[config.mk]
export PLATFORM = sky130hd
export DESIGN_NAME = gcd_job_sequencer_flat
export DESIGN_NICKNAME = d
export VERILOG_FILES = /design/src/rtl/gcd_job_sequencer_if.sv /design/src/rtl/gcd_job_sequencer.sv /design/src/flat_wrapper.sv
export SDC_FILE = /design/constraint.sdc
export NUM_CORES = 1
export LEC_CHECK = 0
export CAP_MARGIN = 20
export CORE_AREA = 5 5 100 102
export CTS_CLUSTER_DIAMETER = 30
export DETAILED_ROUTE_END_ITERATION = 12
export DIE_AREA = 0 0 105 107
export RECOVER_POWER = 50
export SLEW_MARGIN = 15
export SYNTH_ARGS = -nofsm -noshare
export SYNTH_HDL_FRONTEND = slang
export SYNTH_SLANG_ARGS = --single-unit
[constraint.sdc]
create_clock -name CLK -period 2.3 [get_ports CLK]
set_input_delay 0.345 -clock CLK [delete_from_list [all_inputs] [get_ports CLK]]
set_output_delay 0.345 -clock CLK [all_outputs]
set_load 0.05 [all_outputs]
[src/rtl/gcd_job_sequencer_if.sv]
// Handshake and core-side bundle for gcd_job_sequencer.
// slave = sequencer view, master = producer/consumer/core view.
interface gcd_job_sequencer_if #(
    parameter int WIDTH = 4,
    parameter int DEPTH = 4
);
    localparam int CW = $clog2(DEPTH) + 1;

    logic             IN_VALID;
    logic             IN_READY;
    logic [WIDTH-1:0] IN_X;
    logic [WIDTH-1:0] IN_Y;
    logic             OUT_VALID;
    logic             OUT_READY;
    logic [WIDTH-1:0] OUT_GCD;
    logic             OUT_ERR;
    logic [WIDTH-1:0] GCD_X;
    logic [WIDTH-1:0] GCD_Y;
    logic             GCD_START;
    logic [WIDTH-1:0] GCD_RESULT;
    logic             GCD_DONE;
    logic             BUSY;
    logic [CW-1:0]    COUNT;

    modport slave (
        input  IN_VALID, IN_X, IN_Y, OUT_READY, GCD_RESULT, GCD_DONE,
        output IN_READY, OUT_VALID, OUT_GCD, OUT_ERR, GCD_X, GCD_Y,
               GCD_START, BUSY, COUNT
    );

    modport master (
        output IN_VALID, IN_X, IN_Y, OUT_READY, GCD_RESULT, GCD_DONE,
        input  IN_READY, OUT_VALID, OUT_GCD, OUT_ERR, GCD_X, GCD_Y,
               GCD_START, BUSY, COUNT
    );
endinterface

[src/rtl/gcd_job_sequencer.sv]
// Buffers operand pairs, runs the GCD core one job at a time and returns
// results in order; zero operands bypass the core, a watchdog aborts hung jobs.
module gcd_job_sequencer #(
    parameter int WIDTH   = 4,
    parameter int DEPTH   = 4,
    parameter int TIMEOUT = 255
) (
    input  logic                CLK,
    input  logic                RESET_N,
    gcd_job_sequencer_if.slave  bus
);
    localparam int PW = $clog2(DEPTH);
    localparam int CW = PW + 1;
    localparam int WW = $clog2(TIMEOUT + 1);

    typedef enum logic [2:0] {
        S_IDLE,
        S_LAUNCH,
        S_GUARD,
        S_WAIT,
        S_HOLD
    } state_t;

    state_t             r_state;
    state_t             w_state_nxt;
    logic [1:0]         r_rst_sync;
    logic [2*WIDTH-1:0] r_mem [DEPTH];
    logic [PW-1:0]      r_wr_ptr;
    logic [PW-1:0]      r_rd_ptr;
    logic [CW-1:0]      r_count;
    logic [CW-1:0]      w_count_nxt;
    logic               r_guard;
    logic               w_guard_nxt;
    logic [WW-1:0]      r_wdog;
    logic [WW-1:0]      w_wdog_nxt;
    logic [WIDTH-1:0]   r_gcd_x;
    logic [WIDTH-1:0]   r_gcd_y;
    logic [WIDTH-1:0]   r_out_gcd;
    logic [WIDTH-1:0]   w_out_gcd_nxt;
    logic               r_out_err;
    logic               w_out_err_nxt;
    logic               r_out_valid;
    logic               w_out_valid_nxt;
    logic               r_start;
    logic               w_start_nxt;
    logic               r_busy;
    logic               w_busy_nxt;
    logic               w_push;
    logic               w_pop;
    logic               w_zero;
    logic               w_timeout;
    logic [WIDTH-1:0]   w_head_x;
    logic [WIDTH-1:0]   w_head_y;

    assign {w_head_x, w_head_y} = r_mem[r_rd_ptr];
    assign bus.IN_READY = (r_count != CW'(DEPTH));
    assign w_push       = bus.IN_VALID & bus.IN_READY;
    // Pops wait for the synchronised reset release
    assign w_pop        = (r_state == S_IDLE) && (r_count != '0) && r_rst_sync[1];
    assign w_zero       = (w_head_x == '0) || (w_head_y == '0);
    assign w_timeout    = (r_wdog == WW'(TIMEOUT - 1));

    always_ff @(posedge CLK or negedge RESET_N) begin
        if (!RESET_N) r_rst_sync <= '0;
        else          r_rst_sync <= {r_rst_sync[0], 1'b1};
    end

    always_ff @(posedge CLK or negedge RESET_N) begin
        if (!RESET_N) r_state <= S_IDLE;
        else          r_state <= w_state_nxt;
    end

    always_comb begin
        w_state_nxt = r_state;
        case (r_state)
            S_IDLE:   if (w_pop) w_state_nxt = w_zero ? S_HOLD : S_LAUNCH;
            S_LAUNCH: w_state_nxt = S_GUARD;
            S_GUARD:  if (r_guard) w_state_nxt = S_WAIT;
            S_WAIT:   if (bus.GCD_DONE || w_timeout) w_state_nxt = S_HOLD;
            S_HOLD:   if (bus.OUT_READY) w_state_nxt = S_IDLE;
            default:  w_state_nxt = S_IDLE;
        endcase
    end

    always_comb begin
        w_count_nxt = r_count;
        case ({w_push, w_pop})
            2'b10:   w_count_nxt = r_count + CW'(1);
            2'b01:   w_count_nxt = r_count - CW'(1);
            default: w_count_nxt = r_count;
        endcase
    end

    // Outputs are registered, so this computes their next-cycle values
    always_comb begin
        w_start_nxt     = (w_state_nxt == S_LAUNCH);
        w_out_valid_nxt = (w_state_nxt == S_HOLD);
        w_busy_nxt      = (w_state_nxt != S_IDLE) || (w_count_nxt != '0);
        w_guard_nxt     = (r_state == S_GUARD) ? ~r_guard : 1'b0;
        w_wdog_nxt      = ((r_state == S_WAIT) && (w_state_nxt == S_WAIT))
                          ? r_wdog + WW'(1) : '0;
        w_out_gcd_nxt   = r_out_gcd;
        w_out_err_nxt   = r_out_err;
        case (r_state)
            S_IDLE: begin
                if (w_pop && w_zero) begin
                    w_out_gcd_nxt = w_head_x | w_head_y;
                    w_out_err_nxt = 1'b0;
                end
            end
            S_WAIT: begin
                if (bus.GCD_DONE) begin
                    w_out_gcd_nxt = bus.GCD_RESULT;
                    w_out_err_nxt = 1'b0;
                end else if (w_timeout) begin
                    w_out_gcd_nxt = '0;
                    w_out_err_nxt = 1'b1;
                end
            end
            default: ;
        endcase
    end

    always_ff @(posedge CLK) begin
        if (w_push) r_mem[r_wr_ptr] <= {bus.IN_X, bus.IN_Y};
    end

    always_ff @(posedge CLK or negedge RESET_N) begin
        if (!RESET_N) begin
            r_wr_ptr    <= '0;
            r_rd_ptr    <= '0;
            r_count     <= '0;
            r_guard     <= 1'b0;
            r_wdog      <= '0;
            r_gcd_x     <= '0;
            r_gcd_y     <= '0;
            r_out_gcd   <= '0;
            r_out_err   <= 1'b0;
            r_out_valid <= 1'b0;
            r_start     <= 1'b0;
            r_busy      <= 1'b0;
        end else begin
            r_count     <= w_count_nxt;
            r_guard     <= w_guard_nxt;
            r_wdog      <= w_wdog_nxt;
            r_out_gcd   <= w_out_gcd_nxt;
            r_out_err   <= w_out_err_nxt;
            r_out_valid <= w_out_valid_nxt;
            r_start     <= w_start_nxt;
            r_busy      <= w_busy_nxt;
            if (w_push) r_wr_ptr <= r_wr_ptr + PW'(1);
            if (w_pop) begin
                r_rd_ptr <= r_rd_ptr + PW'(1);
                r_gcd_x  <= w_head_x;
                r_gcd_y  <= w_head_y;
            end
        end
    end

    assign bus.OUT_VALID = r_out_valid;
    assign bus.OUT_GCD   = r_out_gcd;
    assign bus.OUT_ERR   = r_out_err;
    assign bus.GCD_X     = r_gcd_x;
    assign bus.GCD_Y     = r_gcd_y;
    assign bus.GCD_START = r_start;
    assign bus.BUSY      = r_busy;
    assign bus.COUNT     = r_count;
endmodule

[src/flat_wrapper.sv]
// flat-port wrapper written by rule: the top's interface ports become plain ports
module gcd_job_sequencer_flat 
#(
    parameter int WIDTH   = 4,
    parameter int DEPTH   = 4,
    parameter int TIMEOUT = 255
)
  (CLK, RESET_N, bus_IN_VALID, bus_IN_X, bus_IN_Y, bus_OUT_READY, bus_GCD_RESULT, bus_GCD_DONE, bus_IN_READY, bus_OUT_VALID, bus_OUT_GCD, bus_OUT_ERR, bus_GCD_X, bus_GCD_Y, bus_GCD_START, bus_BUSY, bus_COUNT);
  gcd_job_sequencer_if #(.WIDTH(WIDTH), .DEPTH(DEPTH)) bus_i ();
  input  logic CLK;
  input  logic RESET_N;
  input wire logic [$bits(bus_i.IN_VALID)-1:0] bus_IN_VALID;
  input wire logic [$bits(bus_i.IN_X)-1:0] bus_IN_X;
  input wire logic [$bits(bus_i.IN_Y)-1:0] bus_IN_Y;
  input wire logic [$bits(bus_i.OUT_READY)-1:0] bus_OUT_READY;
  input wire logic [$bits(bus_i.GCD_RESULT)-1:0] bus_GCD_RESULT;
  input wire logic [$bits(bus_i.GCD_DONE)-1:0] bus_GCD_DONE;
  output wire logic [$bits(bus_i.IN_READY)-1:0] bus_IN_READY;
  output wire logic [$bits(bus_i.OUT_VALID)-1:0] bus_OUT_VALID;
  output wire logic [$bits(bus_i.OUT_GCD)-1:0] bus_OUT_GCD;
  output wire logic [$bits(bus_i.OUT_ERR)-1:0] bus_OUT_ERR;
  output wire logic [$bits(bus_i.GCD_X)-1:0] bus_GCD_X;
  output wire logic [$bits(bus_i.GCD_Y)-1:0] bus_GCD_Y;
  output wire logic [$bits(bus_i.GCD_START)-1:0] bus_GCD_START;
  output wire logic [$bits(bus_i.BUSY)-1:0] bus_BUSY;
  output wire logic [$bits(bus_i.COUNT)-1:0] bus_COUNT;
  assign bus_i.IN_VALID = bus_IN_VALID;
  assign bus_i.IN_X = bus_IN_X;
  assign bus_i.IN_Y = bus_IN_Y;
  assign bus_i.OUT_READY = bus_OUT_READY;
  assign bus_i.GCD_RESULT = bus_GCD_RESULT;
  assign bus_i.GCD_DONE = bus_GCD_DONE;
  assign bus_IN_READY = bus_i.IN_READY;
  assign bus_OUT_VALID = bus_i.OUT_VALID;
  assign bus_OUT_GCD = bus_i.OUT_GCD;
  assign bus_OUT_ERR = bus_i.OUT_ERR;
  assign bus_GCD_X = bus_i.GCD_X;
  assign bus_GCD_Y = bus_i.GCD_Y;
  assign bus_GCD_START = bus_i.GCD_START;
  assign bus_BUSY = bus_i.BUSY;
  assign bus_COUNT = bus_i.COUNT;
  gcd_job_sequencer #(.WIDTH(WIDTH), .DEPTH(DEPTH), .TIMEOUT(TIMEOUT)) u_core (.CLK(CLK), .RESET_N(RESET_N), .bus(bus_i));
endmodule
==> run metrics, run 1 <==
pre-CTS WS=13.0 ps; post-synthesis instance area=0.00304 mm²; largest net degree at the start of global routing=38; first-iteration detailed-routing DRC count=98; Core Area=0.00902 mm²; FFs w/ async S/R, synth=0.536; CTS tree=done; GRT Overall Usage=0.110; Pwr Density=1420 mW/mm²; PortBufs=36; Worst-Margin Slew=833 ps; status=completed; Synth Register Bits=69; placed cell count=364; arrival time at the worst endpoint=2450 ps; instance count on the critical path=7; CTS Buf Count=9; GPL Wtd Cong=0.731; clock latency on the worst-skew pair=350 ps; NumNets Final=293; fraction of layout cells with a size suffix above 1=0.231; Post-route DRC=0; post-synthesis cell type count=43; Finished Cell Area=0.00390 mm²; DRT Pass-1 Iters=4; Hold/Removal Path Class=in2async; Yosys top cell by area=edfxtp_1; Final Core Density=0.432; Die Wd=105 µm; Post-Layout Cell Count=384; clock skew=7.24 ps; Slew headroom=0.445; Initial Util=0.337; number of diodes=0; synthesized instance count=218; Fill cells=833; vias in the first global route=1845; chip height=107 µm; Post-Syn Nets=243; global-route wire length before repair=9540 µm; critical path buffer and inverter count=2; Max Cap Viol=0; DR vias/cell=4.79; post-route setup slack=83.9 ps; most numerous cell in the Yosys netlist=dfrtp_1; DP Wirelength=4290 µm; Synth area leaders=edfxtp_1 (32%), dfrtp_1 (30%), mux4_2 (5.9%), mux2_2 (3.0%), ha_1 (2.9%); EDFF count, synth=32; Die Area=0.0112 mm²; crit start category=register; FMAX=0.451 GHz; P_leak=1.49 nW; Max Slew Vio Count=0; Yosys top cell area share=0.316; Top delay family on crit path=multiplexers; crit end category=register; part of the Yosys area used for sequential elements=0.621; CTS root buf=clkbuf_8; std cell rows=35; Hold Buf Count CTS=0; Critical Path RT=2530 ps; final WL=5960 µm; syn_area_per_cell=13.9 µm²; GRT overflow=0; Worst R2R Path Depth=7; Max clock buf depth=2; WL/cell=15.5 µm; CTS clk-pin slew, worst paths=70 ps; Syn-to-layout area delta=28.3%; Synth Warn #=0; Worst path max stage delay=560 ps; H-Tree Depth=3; Hold Slack=98.3 ps; Power, Total=5.56 mW; via count=1838; Antenna Nets Post-Route=0; top post-synthesis cells by count=dfrtp_1 (37), edfxtp_1 (32), nor2_1 (20), nor3_1 (12), a21oi_1 (9); main flop type after synthesis=dfrtp_1; CP Cell Sequence=buf_4 > clkbuf_16 > mux4_2 > nor4_4 > nor2_2 > o21ai_4 > mux2_4; Final period util=0.964; # setup viols final=0; Hold Violations, Final=0; VDD IR-drop max=0.000456 V; WS Path Type=reg2reg; Cell Area, Placed=0.00359 mm²; I/O pin cnt=37; antenna violations before repair=0; minimum clock period=2220 ps; maximum fanout along the worst path=6; slowest CP cell=mux4_2; Post-Route Setup TNS=0 ps; CTS sink count=69
## cell usage in the layout (no fill, tap or decap), types with 2 or more instances in the layout
cell type | Yosys | layout
xor2_1 | 8 | 8
dlygate4sd3_1 | 0 | 8
ha_1 | 7 | 6
clkbuf_16 | 0 | 4
and4_1 | 2 | 2
dfrtp_2 | 0 | 4
dfrtp_1 | 37 | 33
or2_1 | 2 | 2
a21oi_1 | 9 | 9
nor3_1 | 12 | 12
edfxtp_1 | 32 | 32
inv_2 | 0 | 3
a211oi_1 | 4 | 4
clkdlybuf4s50_1 | 0 | 27
nand3_1 | 8 | 7
o21ai_0 | 5 | 5
clkbuf_1 | 3 | 2
buf_4 | 0 | 7
nand3b_1 | 2 | 2
clkbuf_8 | 0 | 11
inv_1 | 7 | 4
and3_1 | 5 | 5
nor2_1 | 20 | 19
mux2_2 | 8 | 8
nor2_2 | 1 | 2
nor4_4 | 1 | 2
mux4_2 | 8 | 8
mux2_4 | 4 | 4
xnor2_1 | 4 | 4
nand2_1 | 6 | 6
## state kept, by name, indices dropped and copies added (netlist names)
signal                count
u_core.r_rd_ptr           2
u_core.bus.OUT_VALID      1
u_core.r_state            3
u_core.r_wr_ptr           2
u_core.bus.OUT_ERR        1
u_core.bus.BUSY           1
u_core.r_rst_sync         2
u_core.bus.GCD_START      1
u_core.bus.COUNT          3
u_core.r_mem             32
u_core.r_guard            1
u_core.r_wdog             8
u_core.bus.OUT_GCD        4
u_core.bus.GCD_Y          4
u_core.bus.GCD_X          4
## timing repair
item | in CTS | in global routing
buffers inserted | 0 | 2
gates resized for setup | 0 | 4
endpoints found under the hold margin | 0 | 0
endpoints found under the setup margin | 0 | 5
## power by group
| group | total (mW) | internal, mW | switching (mW) |
|---|---|---|---|
| combinational | 2.49 | 1.08 | 1.41 |
| clock | 1.13 | 0.691 | 0.435 |
| sequential | 1.94 | 1.67 | 0.270 |
| total | 5.56 | 3.44 | 2.12 |
## cell families (layout without fill, tap and decap cells)
logic type	count (synthesis)	in the layout	synth area share
other	1	1	0.00123
adder cells (fa/ha/maj)	8	8	0.0354
buffers and inverters	16	71	0.0251
flip-flops	69	69	0.621
XOR/XNOR	12	12	0.0346
AND/OR/NAND/NOR	69	69	0.126
AO/OA/AOI/OAI	22	22	0.0453
multiplexers	21	21	0.112
## layer usage
metal,track usage,wire [µm],part of all wire
met1,0.148,2840,0.48
met2,0.160,2770,0.47
met3,0.0385,265,0.044
met4,0.0466,77,0.013
met5,0,0,0
## layout make-up
cell class | count | area, µm² | share of cell area
flip-flops and latches | 69 | 1890 | 0.485
repair buffers | 47 | 482 | 0.123
multi-input cells | 133 | 1120 | 0.287
clock buffers | 14 | 205 | 0.0526
clock inverters | 2 | 35.0 | 0.00898
well taps | 111 | 139 | 0.0356
inverters | 8 | 30.0 | 0.00770
## final timing paths
| kind | slack (ps) | endpoint | start |
|---|---|---|---|
| max in group asynchronous | 1610 | u_core.r_rd_ptr[0] | RESET_N |
| hold / removal | 100 | u_core.bus.OUT_GCD[3] | RESET_N |
| min in group CLK | 360 | u_core.r_rst_sync[1] | u_core.r_rst_sync[0] |
| setup reg to reg | 80 | u_core.bus.OUT_GCD[3] | u_core.r_rd_ptr[0] |
| hold reg to reg | 360 | u_core.r_rst_sync[1] | u_core.r_rst_sync[0] |
| setup / recovery | 80 | u_core.bus.OUT_GCD[3] | u_core.r_rd_ptr[0] |
## worst reg2reg max path, stage by stage, from the launching register on
cell and delay [ps]:
dfrtp_2 400, buf_4 130, clkbuf_16 130, mux4_2 560
nor4_4 200, nor2_2 90, o21ai_4 270, mux2_4 330
No activity file was read; power rests on OpenSTA's default activity.
==> run 2, diff against run 1 <==
--- a/config.mk
+++ b/config.mk
@@ -6,10 +6,10 @@
 export NUM_CORES = 1
 export LEC_CHECK = 0
 export CAP_MARGIN = 20
-export CORE_AREA = 5 5 100 102
+export CORE_AREA = 2 2 97 99
 export CTS_CLUSTER_DIAMETER = 30
 export DETAILED_ROUTE_END_ITERATION = 12
-export DIE_AREA = 0 0 105 107
+export DIE_AREA = 0 0 99 101
 export RECOVER_POWER = 50
 export SLEW_MARGIN = 15
 export SYNTH_ARGS = -nofsm -noshare
==> constraint.sdc (replaced) <==
create_clock -name CLK -period 2.3 [get_ports CLK]
set_input_delay 0.345 -clock CLK [delete_from_list [all_inputs] [get_ports CLK]]
set_output_delay 0.345 -clock CLK [all_outputs]
set_load 0.1 [all_outputs]
==> run metrics, run 2 (synthesis results as in run 1) <==
Worst R2R Path Depth=6 (-1); clock skew=14.5 ps (+7.24 ps); number of diodes=0 (unchanged); Top delay family on crit path=multiplexers; GRT Overall Usage=0.127 (+0.0175); Finished Cell Area=0.00382 mm² (-2.2%); Max Used Layer=met4; Worst path max stage delay=550 ps (about the same); crit start category=register; commonest cells after routing, fill and taps aside=dfrtp_1 (33), edfxtp_1 (32), buf_4 (24); status=completed; instance count on the critical path=6 (-1); CTS sink count=69 (unchanged); Core Area=0.00898 mm² (-0.49%); Fill cells=823 (-1.2%); Slew headroom=0.213 (-0.232); Hold Path Stages=0; CTS root buf=clkbuf_8; DP Wirelength=4400 µm (+2.6%); chip height=101 µm (-5.6%); Worst-Margin Slew=1190 ps (+352 ps); I/O pin cnt=37 (unchanged); WL met1=2820 µm (-0.63%); first-iteration detailed-routing DRC count=88 (-10%); NumNets Final=298 (+1.7%); Antenna Nets Post-Route=0 (unchanged); # setup viols final=0 (unchanged); PortBufs=36 (unchanged); clock latency on the worst-skew pair=340 ps (about the same); DR vias/cell=4.83 (+0.81%); WL/cell=15.4 µm (-0.79%); GPL Wtd Cong=0.752 (+2.8%); crit end category=register; met3 wire length=260 µm (-1.9%); Syn-to-layout area delta=25.5%; Max clock buf depth=2 (unchanged); CTS tree=done; pre-CTS WS=-4.97 ps (-18.0 ps); post-route setup slack=36.8 ps (-47.1 ps); largest net degree at the start of global routing=25 (-34%); Initial Util=0.339 (+0.00164); H-Tree Depth=3 (unchanged); Die Wd=99 µm (-5.7%); Critical Path RT=2510 ps (-20 ps); Max Cap Viol=0 (unchanged); minimum clock period=2260 ps (+47.1 ps); arrival time at the worst endpoint=2480 ps (+30 ps); std cell rows=35 (unchanged); Multi-input gate area=0.00112 mm² (+0.22%); Reg2Reg Setup Slack=40 ps (-50 ps); met2 wire len=2830 µm (+2.1%); max FFs per register=32 (unchanged); critical path buffer and inverter count=1 (-1); CP Cell Sequence=buf_12 > mux4_2 > nor4_4 > nor2_2 > o21ai_4 > mux2_4; fraction of layout cells with a size suffix above 1=0.288 (+0.0570); GRT overflow=0 (unchanged); FMAX=0.442 GHz (-2.1%); register area=0.00190 mm² (+0.40%); global-route wire length before repair=9850 µm (+3.3%); Final period util=0.984 (+0.0205); Top reg by flops=u_core.r_mem; Hold Violations, Final=0 (unchanged); Max Slew Vio Count=0 (unchanged); Hold/Removal Path Class=reg2reg; Die Area=0.0100 mm² (-11%); Post-route DRC=0 (unchanged); antenna violations before repair=0 (unchanged); vias in the first global route=1944 (+5.4%); most common cell after layout, fill and taps aside=dfrtp_1; slowest CP cell=mux4_2; via count=1877 (+2.1%); CTS clk-pin slew, worst paths=80 ps (about the same); CTS Buf Count=9 (unchanged); final WL=5990 µm (+0.50%); DRT Pass-1 Iters=4 (unchanged); maximum fanout along the worst path=6 (unchanged); Cell Area, Placed=0.00358 mm² (-0.28%); WS Path Type=reg2reg; largest registers=u_core.r_mem (32), u_core.r_wdog (8)
[run 2: cell count changes in the layout (fill, tap and decap cells not counted), sizes merged, moves of 2 or more]
cell and change:
buf +17, clkinv +2, clkbuf +5, clkdlybuf4s50 -20
[run 2: worst paths after layout]
kind / from / end
worst max-delay path: u_core.r_rd_ptr[0] / u_core.bus.OUT_GCD[2]
worst min-delay path: u_core.r_rst_sync[0] / u_core.r_rst_sync[1]
worst max register to register: u_core.r_rd_ptr[0] / u_core.bus.OUT_GCD[2]
worst min register to register: u_core.r_rst_sync[0] / u_core.r_rst_sync[1]
max in group asynchronous: RESET_N / u_core.r_rd_ptr[0]
min in group asynchronous: RESET_N / u_core.r_guard
[run 2: routing by layer]
| layer | track usage | vias to the layer above |
|---|---|---|
| met4 | 0.0443 | 0 |
| met1 | 0.177 | 923 |
| met5 | 0 | - |
| met2 | 0.192 | 41 |
| li1 | - | 905 |
| met3 | 0.0361 | 8 |
[run 2: layout make-up]
class | instances | share of cell area
Clock inverter | 4 | 0.00656
Multi-Input combinational cell | 133 | 0.294
Timing Repair Buffer | 52 | 0.121
Inverter | 8 | 0.00918
Sequential cell | 69 | 0.498
Tap cell | 111 | 0.0364
Clock buffer | 12 | 0.0354
[run 2: stage by stage]
step | setup TNS, ps | utilization | hold slack, ps | cells
after floorplan | -369 | - | 49.4 | 218
after global placement | 0 | 0.398 | 265 | 366
after detailed placement | -4.97 | 0.398 | 267 | 366
after CTS | 0 | 0.417 | 362 | 383
after global routing | -102 | 0.425 | 370 | 389
final | 0 | 0.425 | 357 | 389
[run 2: repair_timing]
item                       4_1_cts  5_1_grt
hold buffers                     1        0
buffers inserted                 0        4
gates resized for setup          0        3
hold endpoints to repair        13        0
setup endpoints to repair        0        5
Power of run 2 is not shown: default switching activity piles up to over one toggle a cycle in this logic, so the estimate is an artifact.
==> run 3, diff against run 2 <==
--- a/config.mk
+++ b/config.mk
@@ -11,7 +11,7 @@
 export DETAILED_ROUTE_END_ITERATION = 12
 export DIE_AREA = 0 0 99 101
 export RECOVER_POWER = 50
-export SLEW_MARGIN = 15
+export SLEW_MARGIN = 20
 export SYNTH_ARGS = -nofsm -noshare
 export SYNTH_HDL_FRONTEND = slang
 export SYNTH_SLANG_ARGS = --single-unit
==> results of run 3 <==
The final DEF is identical to that of run 2; final timing and power are the same.
Power of run 3 is left out for the same reason.
